**src/rtl/pc_sequencer.sv**
```systemverilog
// Program-counter control FSM: fetch/decode/execute sequencing with a return-address stack.
// Outputs are registered for the state being entered; the decoder is stalled by holding DECODE until op_valid.
module pc_sequencer #(
  parameter int              AW          = 8,
  parameter int              STACK_DEPTH = 4,
  parameter logic [AW-1:0]   RESET_VEC   = '0
) (
  input  logic                           clk,
  input  logic                           rst_n,
  input  logic                           start,
  input  logic                           halt_req,
  input  logic [AW-1:0]                  pc_val,
  input  logic                           fetch_ack,
  input  logic                           op_valid,
  input  logic [2:0]                     op_kind,
  input  logic [AW-1:0]                  op_target,
  output logic                           pc_en,
  output logic                           pc_load,
  output logic [AW-1:0]                  pc_load_val,
  output logic                           pc_oe,
  output logic                           fetch_req,
  output logic                           busy,
  output logic                           fault,
  output logic [$clog2(STACK_DEPTH):0]   stack_level
);

  localparam int SW = $clog2(STACK_DEPTH);
  localparam int LW = SW + 1;

  localparam logic [2:0] OP_NEXT = 3'b000;
  localparam logic [2:0] OP_JUMP = 3'b001;
  localparam logic [2:0] OP_CALL = 3'b010;
  localparam logic [2:0] OP_RET  = 3'b011;
  localparam logic [2:0] OP_HALT = 3'b100;

  typedef enum logic [2:0] {
    S_IDLE, S_START, S_FETCH, S_DECODE, S_EXEC, S_HALTED, S_FAULT
  } state_t;

  state_t        state;
  logic [2:0]    op_kind_q;
  logic [AW-1:0] op_target_q;
  logic [AW-1:0] pc_q;
  logic [AW-1:0] stack_mem [STACK_DEPTH];

  logic          stack_full;
  logic          stack_empty;
  logic [SW-1:0] top_idx;
  logic [SW-1:0] push_idx;

  assign stack_full  = (stack_level == LW'(STACK_DEPTH));
  assign stack_empty = (stack_level == '0);
  assign top_idx     = SW'(stack_level - LW'(1));
  assign push_idx    = stack_level[SW-1:0];

  always_ff @(posedge clk) begin
    if (!rst_n) begin
      state       <= S_IDLE;
      stack_level <= '0;
      pc_en       <= 1'b0;
      pc_load     <= 1'b0;
      pc_load_val <= '0;
      pc_oe       <= 1'b0;
      fetch_req   <= 1'b0;
      busy        <= 1'b0;
      fault       <= 1'b0;
      op_kind_q   <= '0;
      op_target_q <= '0;
      pc_q        <= '0;
    end else begin
      pc_en     <= 1'b0;
      pc_load   <= 1'b0;
      pc_oe     <= 1'b0;
      fetch_req <= 1'b0;
      busy      <= 1'b0;
      case (state)
        S_IDLE: begin
          if (start) begin
            state       <= S_START;
            pc_load     <= 1'b1;
            pc_load_val <= RESET_VEC;
            busy        <= 1'b1;
          end
        end
        S_START: begin
          state     <= S_FETCH;
          fetch_req <= 1'b1;
          pc_oe     <= 1'b1;
          busy      <= 1'b1;
        end
        S_FETCH: begin
          // A halt request wins even when the fetch completes this cycle.
          if (halt_req) begin
            state <= S_HALTED;
          end else if (fetch_ack) begin
            state <= S_DECODE;
            pc_oe <= 1'b1;
            busy  <= 1'b1;
          end else begin
            fetch_req <= 1'b1;
            pc_oe     <= 1'b1;
            busy      <= 1'b1;
          end
        end
        S_DECODE: begin
          busy <= 1'b1;
          if (op_valid) begin
            state       <= S_EXEC;
            op_kind_q   <= op_kind;
            op_target_q <= op_target;
            pc_q        <= pc_val;
            // EXEC strobes are prepared here so they appear during the EXEC cycle.
            case (op_kind)
              OP_NEXT: pc_en <= 1'b1;
              OP_JUMP: begin
                pc_load     <= 1'b1;
                pc_load_val <= op_target;
              end
              OP_CALL: begin
                if (!stack_full) begin
                  pc_load     <= 1'b1;
                  pc_load_val <= op_target;
                end else begin
                  fault <= 1'b1;
                end
              end
              OP_RET: begin
                if (!stack_empty) begin
                  pc_load     <= 1'b1;
                  pc_load_val <= stack_mem[top_idx];
                end else begin
                  fault <= 1'b1;
                end
              end
              OP_HALT: ;
              default: fault <= 1'b1;
            endcase
          end else begin
            pc_oe <= 1'b1;
          end
        end
        S_EXEC: begin
          case (op_kind_q)
            OP_NEXT, OP_JUMP: begin
              state     <= S_FETCH;
              fetch_req <= 1'b1;
              pc_oe     <= 1'b1;
              busy      <= 1'b1;
            end
            OP_CALL: begin
              if (!stack_full) begin
                stack_mem[push_idx] <= pc_q + AW'(1);
                stack_level         <= stack_level + LW'(1);
                state               <= S_FETCH;
                fetch_req           <= 1'b1;
                pc_oe               <= 1'b1;
                busy                <= 1'b1;
              end else begin
                state <= S_FAULT;
              end
            end
            OP_RET: begin
              if (!stack_empty) begin
                stack_level <= stack_level - LW'(1);
                state       <= S_FETCH;
                fetch_req   <= 1'b1;
                pc_oe       <= 1'b1;
                busy        <= 1'b1;
              end else begin
                state <= S_FAULT;
              end
            end
            OP_HALT: state <= S_HALTED;
            default: state <= S_FAULT;
          endcase
        end
        S_HALTED: begin
          if (start) begin
            state     <= S_FETCH;
            fetch_req <= 1'b1;
            pc_oe     <= 1'b1;
            busy      <= 1'b1;
          end
        end
        S_FAULT: ;
        default: state <= S_IDLE;
      endcase
    end
  end

endmodule
```
**config.mk**
```make
export PLATFORM = sky130hd
export DESIGN_NAME = pc_sequencer
export DESIGN_NICKNAME = d
export VERILOG_FILES = /design/src/rtl/pc_sequencer.sv
export SDC_FILE = /design/constraint.sdc
export NUM_CORES = 1
export LEC_CHECK = 0
export ABC_AREA = 1
export CAP_MARGIN = 10
export CORE_MARGIN = 3
export CORE_UTILIZATION = 49
export DETAILED_ROUTE_END_ITERATION = 12
export PLACE_DENSITY_LB_ADDON = 0.3
export REMOVE_ABC_BUFFERS = 1
export SYNTH_ARGS = -nofsm -noshare
export SYNTH_HDL_FRONTEND = slang
export SYNTH_SLANG_ARGS = --single-unit
```
**constraint.sdc**
```tcl
create_clock -name clk -period 2.15 [get_ports clk]
set_input_delay 0.3225 -clock clk [delete_from_list [all_inputs] [get_ports clk]]
set_output_delay 0.3225 -clock clk [all_outputs]
set_load 0.05 [all_outputs]
```
==> metrics <==
outcome finished clean; top-area cell type share of the netlist area 32.30%; Yosys top cell by area edfxtp_1; post-route insts no fill around 480; Starting Density a little over half; Critical R2R Launch stack_level[1]$_SDFFE_PN0P_; gp weighted congestion roughly 0.94; Syn Inst Count between 300 and 400; Root Buffer clkbuf_8; Leak between 1 and 1.5 nW; Final Routed Wirelength 6187 microns; R2R Setup Slk between 0.2 and 0.3 ns; Synth cell types 28; crit path capture stack_level[2]; final core utilization between 60% and 70%; share of cells above drive strength 1 9.383%; vias in the first global route 2140; first-pass GRT wire length between 10000 and 15000 microns; total gr overflow 0; unrepaired setup endpoints after global routing false; register area share after synthesis 53.15%; DP Worst Slack ~0.25 ns; startpoint types flop; Crit. End Element primary output; post-synthesis register bit count 63; Avg Vias per Cell 5.017; crit-path leading delay family buffers and inverters; Detailed Route Iter0 Violations about 170; endpoints failing setup 0; Crit path arrival time roughly 1.6 ns; RR Endpoint stack_mem[3][1]$_DFFE_PP_; Peak VDD IR 0.0006601 V; Clk Latency, worst-skew pair about 0.34 ns; Total GRT Usage a little under a fifth; Die Area slightly above 7000 sq um; CP Cell Sequence clkdlybuf4s50_1; WP depth 1; critical path class flop to primary output; Tmin final 1.949 ns; TritonCTS clock tree built; average wire per standard cell between 10 and 15 microns; post-synthesis async set-or-reset flop share 0%; total number of vias approximately 2400; # hold bufs at CTS 0; total power about 3.5 mW; clk_skew 0.009524 ns; Setup Buffers After CTS 0; Inserted Diodes 0; Crit Path Max Fanout 6; CP Buf/Inv Count 1; I/O pin count 42; Core ar. between 5000 and 6000 sq um; Slew Viols, Final 0; biggest cell delay along the critical path ~0.85 ns; TritonCTS Buffers 9; Avg Synthesized Cell Area around 8.5 sq um; Max Buffers Root-to-Sink 2; post-CTS resize count 0; slew margin rel. about two thirds; # fillers 490; YS warnings 0; Post-DP HPWL approximately 4400 microns; slowest CP cell clkdlybuf4s50_1; Worst Hold Class flop to flop; R2R cell count 8; placed insts 461; die width 83.93 microns; Req. time, crit path between 1.5 and 2 ns; Die Ht 83.93 microns; Commonest cells post-synth nand2_1, nor2_1, inv_1; drt pass-1 iters 4; CTS clock-pin slew for the worst setup and hold paths approximately 0.070 ns; Port Buffers a little over 40; Max Fclk around 0.5 GHz; Layout Nets 431; final hold violations 0; largest net degree at the start of global routing 21; worst slew pin tran roughly 0.51 ns; ANT nets after route 0; Area Overhead vs Synth 23.13%; Most used DFF post-synth edfxtp_1; H-tree depth 3; mapped cell area 2975 sq um; synth top area cells edfxtp_1, dfxtp_1, nand2_1, nor2_1, o21ai_0; row count 27; DR DRC count 0; Worst Setup SP stack_level[2]$_SDFFE_PN0P_; clock sink count between 60 and 70; fin crit share between 90% and 100%; Cell Pwr Density between 900 and 1000 nW/um^2; WHS 0.4758 ns; initial antenna violation count 0; final worst setup slack 0.2010 ns; maxcap violations 0; Post-synth EDFFs 32
-- layout make-up --
| class | count | area [sq um] | area share [%] |
|---|---|---|---|
| Sequential cell | 63 | 1582 | 43.17 |
| Timing Repair Buffer | 50 | 475.5 | 12.98 |
| Tap cell | 72 | 90.09 | 2.459 |
| Inverter | 41 | 153.9 | 4.201 |
| Clock inverter | 6 | 51.30 | 1.400 |
| Clock buffer | 10 | 127.6 | 3.484 |
| Multi-Input combinational cell | 235 | 1184 | 32.31 |
-- registers in the layout (all words and copies together), names as in the netlist --
name and cells:
pc_q 8, stack_level 3, stack_mem 32, fetch_req 1
pc_en 1, fault 1, pc_load_val 8, busy 1
state 3, pc_load 1, pc_oe 1, op_kind_q 3
-- how the worst min path moves through the flow --
stage	cells past startpoint	startpoint	end	slack [ns]
3_3_place_gp	2	fault$_SDFFE_PN0P_	fault$_SDFFE_PN0P_	0.46
4_1_cts	2	fault$_SDFFE_PN0P_	fault$_SDFFE_PN0P_	0.48
5_1_grt	2	fault$_SDFFE_PN0P_	fault$_SDFFE_PN0P_	0.51
3_5_place_dp	2	fault$_SDFFE_PN0P_	fault$_SDFFE_PN0P_	0.46
2_1_floorplan	1	op_kind[2]	pc_en$_SDFF_PN0_	0.39
6_report	2	fault$_SDFFE_PN0P_	fault$_SDFFE_PN0P_	0.48
-- kinds of logic after synthesis --
kind of cell	Yosys count	synth area share, %
AO/OA/AOI/OAI	62	11.40
XOR/XNOR	8	2.355
adder cells (fa/ha/maj)	6	2.523
buffers and inverters	50	7.065
flip-flops	63	53.15
AND/OR/NAND/NOR	159	23.51
-- layout by cell type, fill, tap and decap left out --
cell type        synthesis  routed
dfxtp_1                 31      31
xor2_1                   8       8
clkdlybuf4s50_1          0      40
nand3_1                 15      15
nor2_4                   4       4
nor2_1                  62      62
edfxtp_1                32      32
nor3_1                   2       2
a21boi_0                 1       1
o21ai_0                 28      28
nor4_2                   1       1
o22ai_1                  1       1
nor2_2                   1       1
clkinv_2                 0       2
nand2_1                 62      62
inv_1                   35      35
a31oi_1                  1       1
clkinv_1                 2       5
nand2_4                  2       2
bufinv_16                0       1
nand4_1                  7       7
clkbuf_1                 3       1
clkbuf_8                 1       9
a21oi_1                 23      23
nand2_2                  3       3
inv_2                    4       4
a21boi_2                 1       1
buf_4                    0      10
ha_1                     6       6
o211ai_1                 7       7
-- through the flow --
stage / area (sq um) / setup TNS, ns
global route: 3664 / 0
global placement: 3485 / 0
floorplan: 2919 / -36.62
detailed placement: 3485 / 0
finish: 3664 / 0
CTS: 3664 / 0
-- where the power goes --
group	internal, mW	switching [mW]
combinational	0.381	0.712
clock	0.520	0.431
sequential	1.38	0.0728
-- metal layers --
| metal | routed length [microns] | vias up | GRT usage, % | share of wire, % |
|---|---|---|---|---|
| met5 | 0 | - | 0 | 0 |
| met4 | 102 | 0 | 7.018 | 1.6 |
| met3 | 444 | 8 | 5.232 | 7.2 |
| met2 | 2885 | 78 | 29.65 | 47 |
| met1 | 2754 | 1053 | 23.66 | 45 |
| li1 | - | 1254 | - | - |
No activity file was read; power rests on OpenSTA's default activity.
